File: src/rtl/player_packet_decoder.sv
// Player packet decoder.
// Decodes one-byte player packets from a UART receiver, tracks link health with a
// DOWN/ACQ/UP state machine and presents registered control outputs.
//
// Byte format: [7] remote reset, [6] reserved (must be 0), [5] fire level,
//              [4] projectile type, [3:0] lane code (0..6, code 0 maps to lane 3).
//
// Ports:
//   clk              system clock, rising edge
//   rst              synchronous active-high reset
//   rx_data          received byte, valid while rx_valid=1
//   rx_valid         one-cycle strobe marking a new byte
//   lane             decoded lane 1..6 (3 while link is not up)
//   proj_type        selected projectile type (0 while link is not up)
//   fire_pulse       one-cycle pulse per new fire press
//   remote_rst_pulse one-cycle pulse on the first remote-reset byte of a run
//   pkt_strobe       one-cycle pulse per accepted packet while up
//   link_up          high while the link is UP
//   err_count        saturating count of malformed bytes
module player_packet_decoder #(
    parameter int unsigned TIMEOUT_CYCLES = 5000000,
    parameter int unsigned ACQ_PKTS       = 2
) (
    input  logic       clk,
    input  logic       rst,
    input  logic [7:0] rx_data,
    input  logic       rx_valid,
    output logic [3:0] lane,
    output logic       proj_type,
    output logic       fire_pulse,
    output logic       remote_rst_pulse,
    output logic       pkt_strobe,
    output logic       link_up,
    output logic [7:0] err_count
);

    localparam int unsigned TimerW = $clog2(TIMEOUT_CYCLES + 1);
    localparam logic [TimerW-1:0] TimeoutVal = TimerW'(TIMEOUT_CYCLES);
    localparam logic [TimerW-1:0] TimerOne   = TimerW'(1);
    localparam logic [3:0]        AcqTarget  = 4'(ACQ_PKTS);
    localparam logic [3:0]        LaneIdle   = 4'd3;

    typedef enum logic [1:0] {StDown, StAcq, StUp} state_e;

    state_e            state_q, state_d;
    logic [3:0]        acq_cnt_q, acq_cnt_d;
    logic [TimerW-1:0] timer_q, timer_d;
    logic [3:0]        lane_q, lane_d;
    logic              proj_q, proj_d;
    logic              prev_fire_q, prev_fire_d;
    // Set when the next remote-reset byte should produce a pulse.
    logic              rrst_armed_q, rrst_armed_d;
    logic              fire_q, fire_d;
    logic              rrst_q, rrst_d;
    logic              pkt_q, pkt_d;
    logic              link_q, link_d;
    logic [7:0]        err_q, err_d;

    logic       well_formed;
    logic       malformed;
    logic       timeout;
    logic       acquire;
    logic [3:0] lane_dec;

    assign well_formed = rx_valid && !rx_data[6] && (rx_data[3:0] <= 4'd6);
    assign malformed   = rx_valid && !well_formed;
    assign lane_dec    = (rx_data[3:0] == 4'd0) ? LaneIdle : rx_data[3:0];
    // A well-formed byte arriving on the expiry cycle cancels the timeout.
    assign timeout     = (timer_q == TimeoutVal) && !well_formed;

    always_comb begin
        state_d      = state_q;
        acq_cnt_d    = acq_cnt_q;
        lane_d       = lane_q;
        proj_d       = proj_q;
        prev_fire_d  = prev_fire_q;
        rrst_armed_d = rrst_armed_q;
        fire_d       = 1'b0;
        rrst_d       = 1'b0;
        pkt_d        = 1'b0;
        acquire      = 1'b0;

        if (well_formed) begin
            timer_d = '0;
        end else if (timer_q == TimeoutVal) begin
            timer_d = timer_q;
        end else begin
            timer_d = timer_q + TimerOne;
        end

        err_d = (malformed && (err_q != 8'hFF)) ? err_q + 8'd1 : err_q;

        unique case (state_q)
            StDown: begin
                acq_cnt_d = 4'd0;
                if (well_formed) begin
                    if (ACQ_PKTS <= 1) begin
                        acquire = 1'b1;
                    end else begin
                        state_d   = StAcq;
                        acq_cnt_d = 4'd1;
                    end
                end
            end
            StAcq: begin
                if (well_formed) begin
                    if ((acq_cnt_q + 4'd1) >= AcqTarget) begin
                        acquire = 1'b1;
                    end else begin
                        acq_cnt_d = acq_cnt_q + 4'd1;
                    end
                end else if (malformed || timeout) begin
                    state_d   = StDown;
                    acq_cnt_d = 4'd0;
                end
            end
            StUp: begin
                if (well_formed) begin
                    pkt_d = 1'b1;
                    if (rx_data[7]) begin
                        lane_d       = LaneIdle;
                        proj_d       = 1'b0;
                        prev_fire_d  = 1'b1;
                        rrst_d       = rrst_armed_q;
                        rrst_armed_d = 1'b0;
                    end else begin
                        lane_d       = lane_dec;
                        proj_d       = rx_data[4];
                        fire_d       = rx_data[5] && !prev_fire_q;
                        prev_fire_d  = rx_data[5];
                        rrst_armed_d = 1'b1;
                    end
                end else if (timeout) begin
                    state_d   = StDown;
                    acq_cnt_d = 4'd0;
                end
            end
            default: begin
                state_d   = StDown;
                acq_cnt_d = 4'd0;
            end
        endcase

        // The completing byte only loads state; it produces no pulses.
        if (acquire) begin
            state_d      = StUp;
            acq_cnt_d    = 4'd0;
            lane_d       = lane_dec;
            proj_d       = rx_data[4];
            prev_fire_d  = rx_data[5];
            rrst_armed_d = 1'b1;
        end

        if (state_d != StUp) begin
            lane_d = LaneIdle;
            proj_d = 1'b0;
        end
        link_d = (state_d == StUp);
    end

    always_ff @(posedge clk) begin
        if (rst) begin
            state_q      <= StDown;
            acq_cnt_q    <= 4'd0;
            timer_q      <= '0;
            lane_q       <= LaneIdle;
            proj_q       <= 1'b0;
            prev_fire_q  <= 1'b0;
            rrst_armed_q <= 1'b1;
            fire_q       <= 1'b0;
            rrst_q       <= 1'b0;
            pkt_q        <= 1'b0;
            link_q       <= 1'b0;
            err_q        <= 8'd0;
        end else begin
            state_q      <= state_d;
            acq_cnt_q    <= acq_cnt_d;
            timer_q      <= timer_d;
            lane_q       <= lane_d;
            proj_q       <= proj_d;
            prev_fire_q  <= prev_fire_d;
            rrst_armed_q <= rrst_armed_d;
            fire_q       <= fire_d;
            rrst_q       <= rrst_d;
            pkt_q        <= pkt_d;
            link_q       <= link_d;
            err_q        <= err_d;
        end
    end

    assign lane             = lane_q;
    assign proj_type        = proj_q;
    assign fire_pulse       = fire_q;
    assign remote_rst_pulse = rrst_q;
    assign pkt_strobe       = pkt_q;
    assign link_up          = link_q;
    assign err_count        = err_q;

endmodule

File: config.mk
export PLATFORM = sky130hd
export DESIGN_NAME = player_packet_decoder
export DESIGN_NICKNAME = d
export VERILOG_FILES = /design/src/rtl/player_packet_decoder.sv
export SDC_FILE = /design/constraint.sdc
export NUM_CORES = 1
export LEC_CHECK = 0
export CAP_MARGIN = 20
export CORE_ASPECT_RATIO = 1.2
export CORE_UTILIZATION = 27
export DETAILED_ROUTE_END_ITERATION = 10
export PLACE_DENSITY = 0.53
export SYNTH_ARGS = -nofsm -noshare
export SYNTH_HDL_FRONTEND = slang
export SYNTH_SLANG_ARGS = --single-unit
export TNS_END_PERCENT = 10
File: constraint.sdc
create_clock -name clk -period 3.1 [get_ports clk]
set_input_delay 0.62 -clock clk [delete_from_list [all_inputs] [get_ports clk]]
set_output_delay 0.62 -clock clk [all_outputs]
set_load 0.01 [all_outputs]
## Word level (Yosys, flattened, before mapping)

Index checks and enable logic that the tools add are counted.

- Magnitude comparators: 2
- Reductions and logical operators: 23
- Multiplexer cells: 32
- $add $sub $neg: 3
- Eq/ne operators: 10
- Bitwise logic cells: 3

Operator list:

| cell | count |
|---|---|
| 4-bit two-way mux | 10 |
| 23-bit by 1-bit adder with 23-bit output (second input constant) | 1 |
| 23-bit == test (second input constant) | 1 |
| 1-bit two-way mux | 14 |
| 2-bit two-way mux | 6 |
| 4-bit case mux with 3 select lines | 1 |
| 8-bit by 1-bit adder with 8-bit output (second input constant) | 1 |
| 8-bit inequality test (second input constant) | 1 |
| 2-bit OR reduction | 4 |
| 4-bit OR reduction | 2 |
| 1-bit logical AND | 6 |
| 2-bit inequality test (second input constant) | 3 |
| 3-bit inequality test (second input constant) | 2 |
| 2-bit case mux with 3 select lines | 1 |
| 4-bit by 1-bit adder with 4-bit output (second input constant) | 1 |
| 2-bit == test (second input constant) | 2 |
| 4-bit by 2-bit greater-or-equal comparator with 1-bit output (second input constant) | 1 |
| 4-bit by 3-bit less-or-equal comparator with 1-bit output (second input constant) | 1 |
| 4-bit zero test | 1 |
| 2-bit AND reduction | 2 |
| 4-bit AND reduction | 1 |
| 2-bit nonzero test | 2 |
| 1-bit zero test | 3 |
| 1-bit inverter | 3 |
| other kinds (3) | 3 |

- Flip-flop bits (word level): 48
- Output and inout port bits: 17
- Logic and storage cells: 85
- Input bits: 11

## Longest topological paths before layout

- Word-level depth: 12
- Depth in mapped cells: 7

## Worst setup path after synthesis

Ideal clock, no wire load.

- Path type: input-to-reg
- From: in rx_data[3]
- To: reg acq_cnt_q[1]
- Stages: 6
- Arrival: 1.806 ns
- Path slack: 1.235 ns
- Library setup time: 0.060 ns
- Data required time: 3.040 ns
- Buffers on the path: 1
- Cell sequence: nor3b_1 > and2_1 > buf_4 > nand2_1 > a2111oi_2 > and2_1

- Longest elaborated chain between the ends: 7
- Elaborated cells on any way between the ends: 16

Ends and longest elaborated chain:

| element | RTL line | source |
|---|---|---|
| start, declared | 26 | `input logic [7:0] rx_data,` |
| 4-bit by 3-bit less-or-equal comparator with 1-bit output * | 65 | `assign well_formed = rx_valid && !rx_data[6] && (rx_data[3:0] <= 4'd6);` |
| 1-bit logical AND * | 65 |  |
| 1-bit zero test | 66, 69 |  |
| 1-bit logical AND (on tied branches) | 66, 69 |  |
| 1-bit logical OR | 112 | `end else if (malformed \|\| timeout) begin` |
| 3-bit inequality test (no source line) | n/a |  |
| 4-bit AND reduction (no source line) | n/a |  |
| end signal, assigned | 177 | `acq_cnt_q <= acq_cnt_d;` |
| end, declared | 46 | `logic [3:0] acq_cnt_q, acq_cnt_d;` |

Mark *: on every way between the ends. The rest lies on a longest branch, timed or not.
A chain may end at the register's enable or synchronous reset.

## Worst setup path after layout

- From: in rx_valid
- To: reg proj_q (netlist: proj_type)

- Longest elaborated chain between the ends: 11
- Elaborated cells on any way between the ends: 21

Ends and longest elaborated chain:

| element | RTL line | source |
|---|---|---|
| start, declared | 27 | `input logic rx_valid,` |
| 1-bit logical AND (2 in series) | 65 |  |
| 1-bit zero test | 66, 69 |  |
| 1-bit logical AND (on tied branches) | 66, 69 |  |
| 1-bit logical OR | 112 |  |
| 2-bit two-way mux | 112 |  |
| 2-bit two-way mux | 106 | `if (well_formed) begin` |
| 2-bit case mux with 3 select lines | 93 | `unique case (state_q)` |
| 2-bit two-way mux | 145 | `if (acquire) begin` |
| 2-bit inequality test | 154 | `if (state_d != StUp) begin` |
| 2-bit OR reduction (no source line) | n/a |  |
| end signal, assigned | 180 | `proj_q <= proj_d;` |
| end, declared | 49 | `logic proj_q, proj_d;` |

Several ways; a longest one is shown, not always the timed one.

==> metrics <==
Post-synth EDFFs 0; Clk Latency, worst-skew pair 310 ps; cell count after synthesis 261; core region area a little over 8000 um2; final hold viol count 0; number of diodes 0; combinational power share about 6.7%; Pint between 800 and 900 uW; Seq/Total Area, Yosys between 40% and 50%; Synth Area in Adders 2.74%; Remaining Overflow, GRT 0; commonest non-fill, non-tap cells in the layout dfxtp_1 (48), nor2_1 (35), clkdlybuf4s50_1 (27); hold path cells 1; commonest non-fill, non-tap cell in the layout dfxtp_1; area growth from synthesis to layout 21.2%; static leakage between 0.9 and 1 nW; Switching Power 273 uW; vias in the first global route about 1,900; Crit path max-delay family simple AND/OR/NAND/NOR gates; placed cell count between 300 and 400; H-Tree Depth 2; Critical Path RT 3350 ps; crit-path cells clkdlybuf4s50_1 -> nor3b_1 -> nand2_1 -> a211oi_2 -> o2bb2ai_1 -> nor2b_1; post-placement cell area approximately 2700 um2; mux cell area share after synthesis less than 1%; max_cap viols 0; die height around 100 um; Post-Synth XOR/XNOR Area a little under a tenth; slew margin rel. between 70% and 80%; GP Congestion approximately 0.75; largest net degree at the start of global routing 17; post-synth net total roughly 280; Crit Path Max Fanout 5; FFs w/ async S/R, synth 0%; worst-margin pin slew 413 ps; #FFs+latches synth 48; Rows 36; sum of negative setup slack 0 ps; syn_area_per_cell roughly 8.7 um2; Final ANT Viol Nets 0; Crit-path slowest cell clkdlybuf4s50_1; PD cells about 390 nW/um2; postcts setup bufs 0; CP endpoint kind flop; first-pass GRT wire length around 8500 um; Critical Path Max Stage Delay about 530 ps; slack of the critical path 862 ps; sw frac ~25%; clk buf depth 2; Die ar. a little under 9000 um2; critical path class input port to flop; post-synthesis compound-gate area fraction around 12%; Die W around 86 um; reg2reg path depth 7; Clk Tree Root Cell clkbuf_8; Synthesis Warnings 0; Resize count post-CTS 0; CP bufs+invs 1; clock power share between 30% and 40%; worst flop-to-flop path startpoint acq_cnt_q[1]; Fillers roughly 880; Total GRT Usage 12.1%; Total Wirelength 4880 um; largest family of logic cells by synthesized area simple AND/OR/NAND/NOR gates; # hold bufs at CTS 0; Clock Skews between 10 and 15 ps; clock-pin slew on the worst setup and hold paths 100 ps; final setup fails 0; Distinct cells, synth 51; layout cells sized above 1 roughly 8.6%; vias 1,895; Initial Utilization 28.0%; DR pass1 iterations 4; # nets final between 300 and 400; Port-buffer cells 27; 1st-iter DRT viols 55; Hold Startpoint prev_fire_q; Hold WC Path Type flop to flop; fin cells just over 400; CTS tree built; result of the run complete, no violations; unrepaired setup endpoints after global routing no; Seq pwr share 57.8%; fmax between 400 and 500 MHz; Via density ~4.7; Final min period around 2200 ps; Wirelength per Cell 12.0 um; # clock sinks between 40 and 50; Tcrit/Tclk final 72.2%; crit path DAT between 2000 and 2500 ps; I/O Pins 28; DRC Markers 0; worst hold margin about 420 ps; Design Area, Final 2770 um2; initial antenna violation count 0; R2R setup slack approximately 1200 ps; Worst setup SP type input port; Pins Over Slew Limit 0; cts bufs inserted 5; top_reg_cell synth dfxtp_1; post-detail-place hpwl 3660 um; RR Endpoint acq_cnt_q[3]; simple logic cell fraction of the synthesized area 29.3%; pre-CTS WS approximately 550 ps; Mapped Area around 2300 um2; Worst Hold Endpoint fire_pulse; VDD IR max approximately 0.00018 V
cell usage after synthesis, drive strengths merged, types with 2 or more instances:
master | count | area share, %
o2bb2ai | 4 | 1.5
a21oi | 9 | 2.0
o21ai | 10 | 2.2
nor4b | 2 | 0.77
dfxtp | 48 | 42
nor2b | 4 | 1.1
xnor2 | 20 | 7.7
o211ai | 2 | 0.66
nand3 | 14 | 3.3
a32oi | 2 | 0.77
nor3 | 11 | 2.4
and2 | 5 | 1.4
nor3b | 3 | 0.99
or3 | 8 | 2.3
nor4 | 8 | 2.8
and3 | 3 | 0.88
nand2 | 18 | 3.0
clkbuf | 4 | 0.66
buf | 4 | 1.5
inv | 10 | 1.6
nand4 | 6 | 1.9
nor2 | 37 | 6.3
xor2 | 4 | 1.5
a211oi | 2 | 0.88
ha | 5 | 2.7
nand2b | 2 | 0.55
sequential cells by signal (all words and copies together), names as in the netlist:
| signal | cells |
|---|---|
| remote_rst_pulse | 1 |
| lane | 4 |
| pkt_strobe | 1 |
| state_q | 2 |
| proj_type | 1 |
| timer_q | 23 |
| err_count | 8 |
| rrst_armed_q | 1 |
| acq_cnt_q | 4 |
| fire_pulse | 1 |
| link_up | 1 |
| prev_fire_q | 1 |
layer usage:
layer  routed length, um  track usage [%]  up-vias  part of all wire (%)
met5                   0                0        -                     0
met4                  47             3.59        0                  0.96
met3                 143             2.40        5                   2.9
met2                2400             21.4       33                    49
met1                2280             14.9      879                    47
li1                    -                -      978                     -
final cells by class:
| cell class | instances | area (um2) | share of cell area (%) |
|---|---|---|---|
| clock buffers | 5 | 68.8 | 2.49 |
| flip-flops and latches | 48 | 961 | 34.7 |
| clock inverters | 3 | 21.3 | 0.769 |
| inverters | 10 | 37.5 | 1.36 |
| well taps | 114 | 143 | 5.16 |
| repair buffers | 31 | 300 | 10.9 |
| multi-input cells | 195 | 1230 | 44.6 |
how the worst max path moves through the flow:
stage | start | to | slack [ps] | depth (start not counted)
finish | rx_valid | proj_type | 860 | 6
global route | rx_valid | proj_type | 570 | 6
CTS | rx_valid | proj_type | 880 | 6
detailed placement | rx_valid | lane[2] | 550 | 6
global placement | rx_valid | lane[2] | 600 | 6
floorplan | rx_data[3] | acq_cnt_q[1] | 1230 | 6
stage by stage:
step | util [%] | total power [mW]
after floorplan | - | 0.686
after global placement | 32.8 | 0.719
after detailed placement | 32.8 | 0.720
after CTS | 33.9 | 1.11
after global routing | 33.9 | 1.15
final | 33.9 | 1.09
power groups by stage:
stage | registers (mW) | clock network, mW | logic [mW]
finish | 0.632 | 0.387 | 0.0733
detailed placement | 0.646 | 0 | 0.0737
CTS | 0.632 | 0.407 | 0.0744
global route | 0.633 | 0.433 | 0.0827
global placement | 0.646 | 0 | 0.0735
floorplan | 0.646 | 0 | 0.0400
worst reg2reg max path: stages (launching register included):
cell,delay [ps]
dfxtp_1,390
inv_1,60
ha_1,260
nor2b_1,230
and2_1,210
a211oi_2,120
a2111oi_2,440
and2_1,180
kinds of logic (layout without fill, tap and decap cells):
| family | Yosys count | after routing |
|---|---|---|
| DFF | 48 | 48 |
| muxes | 1 | 1 |
| AOI/OAI and AO/OA | 40 | 40 |
| buffers and inverters | 18 | 49 |
| xor gates and xnor gates | 24 | 24 |
| adders and majority gates | 5 | 5 |
| and+or+nand+nor | 125 | 125 |
(Power assumes the default switching activity.)
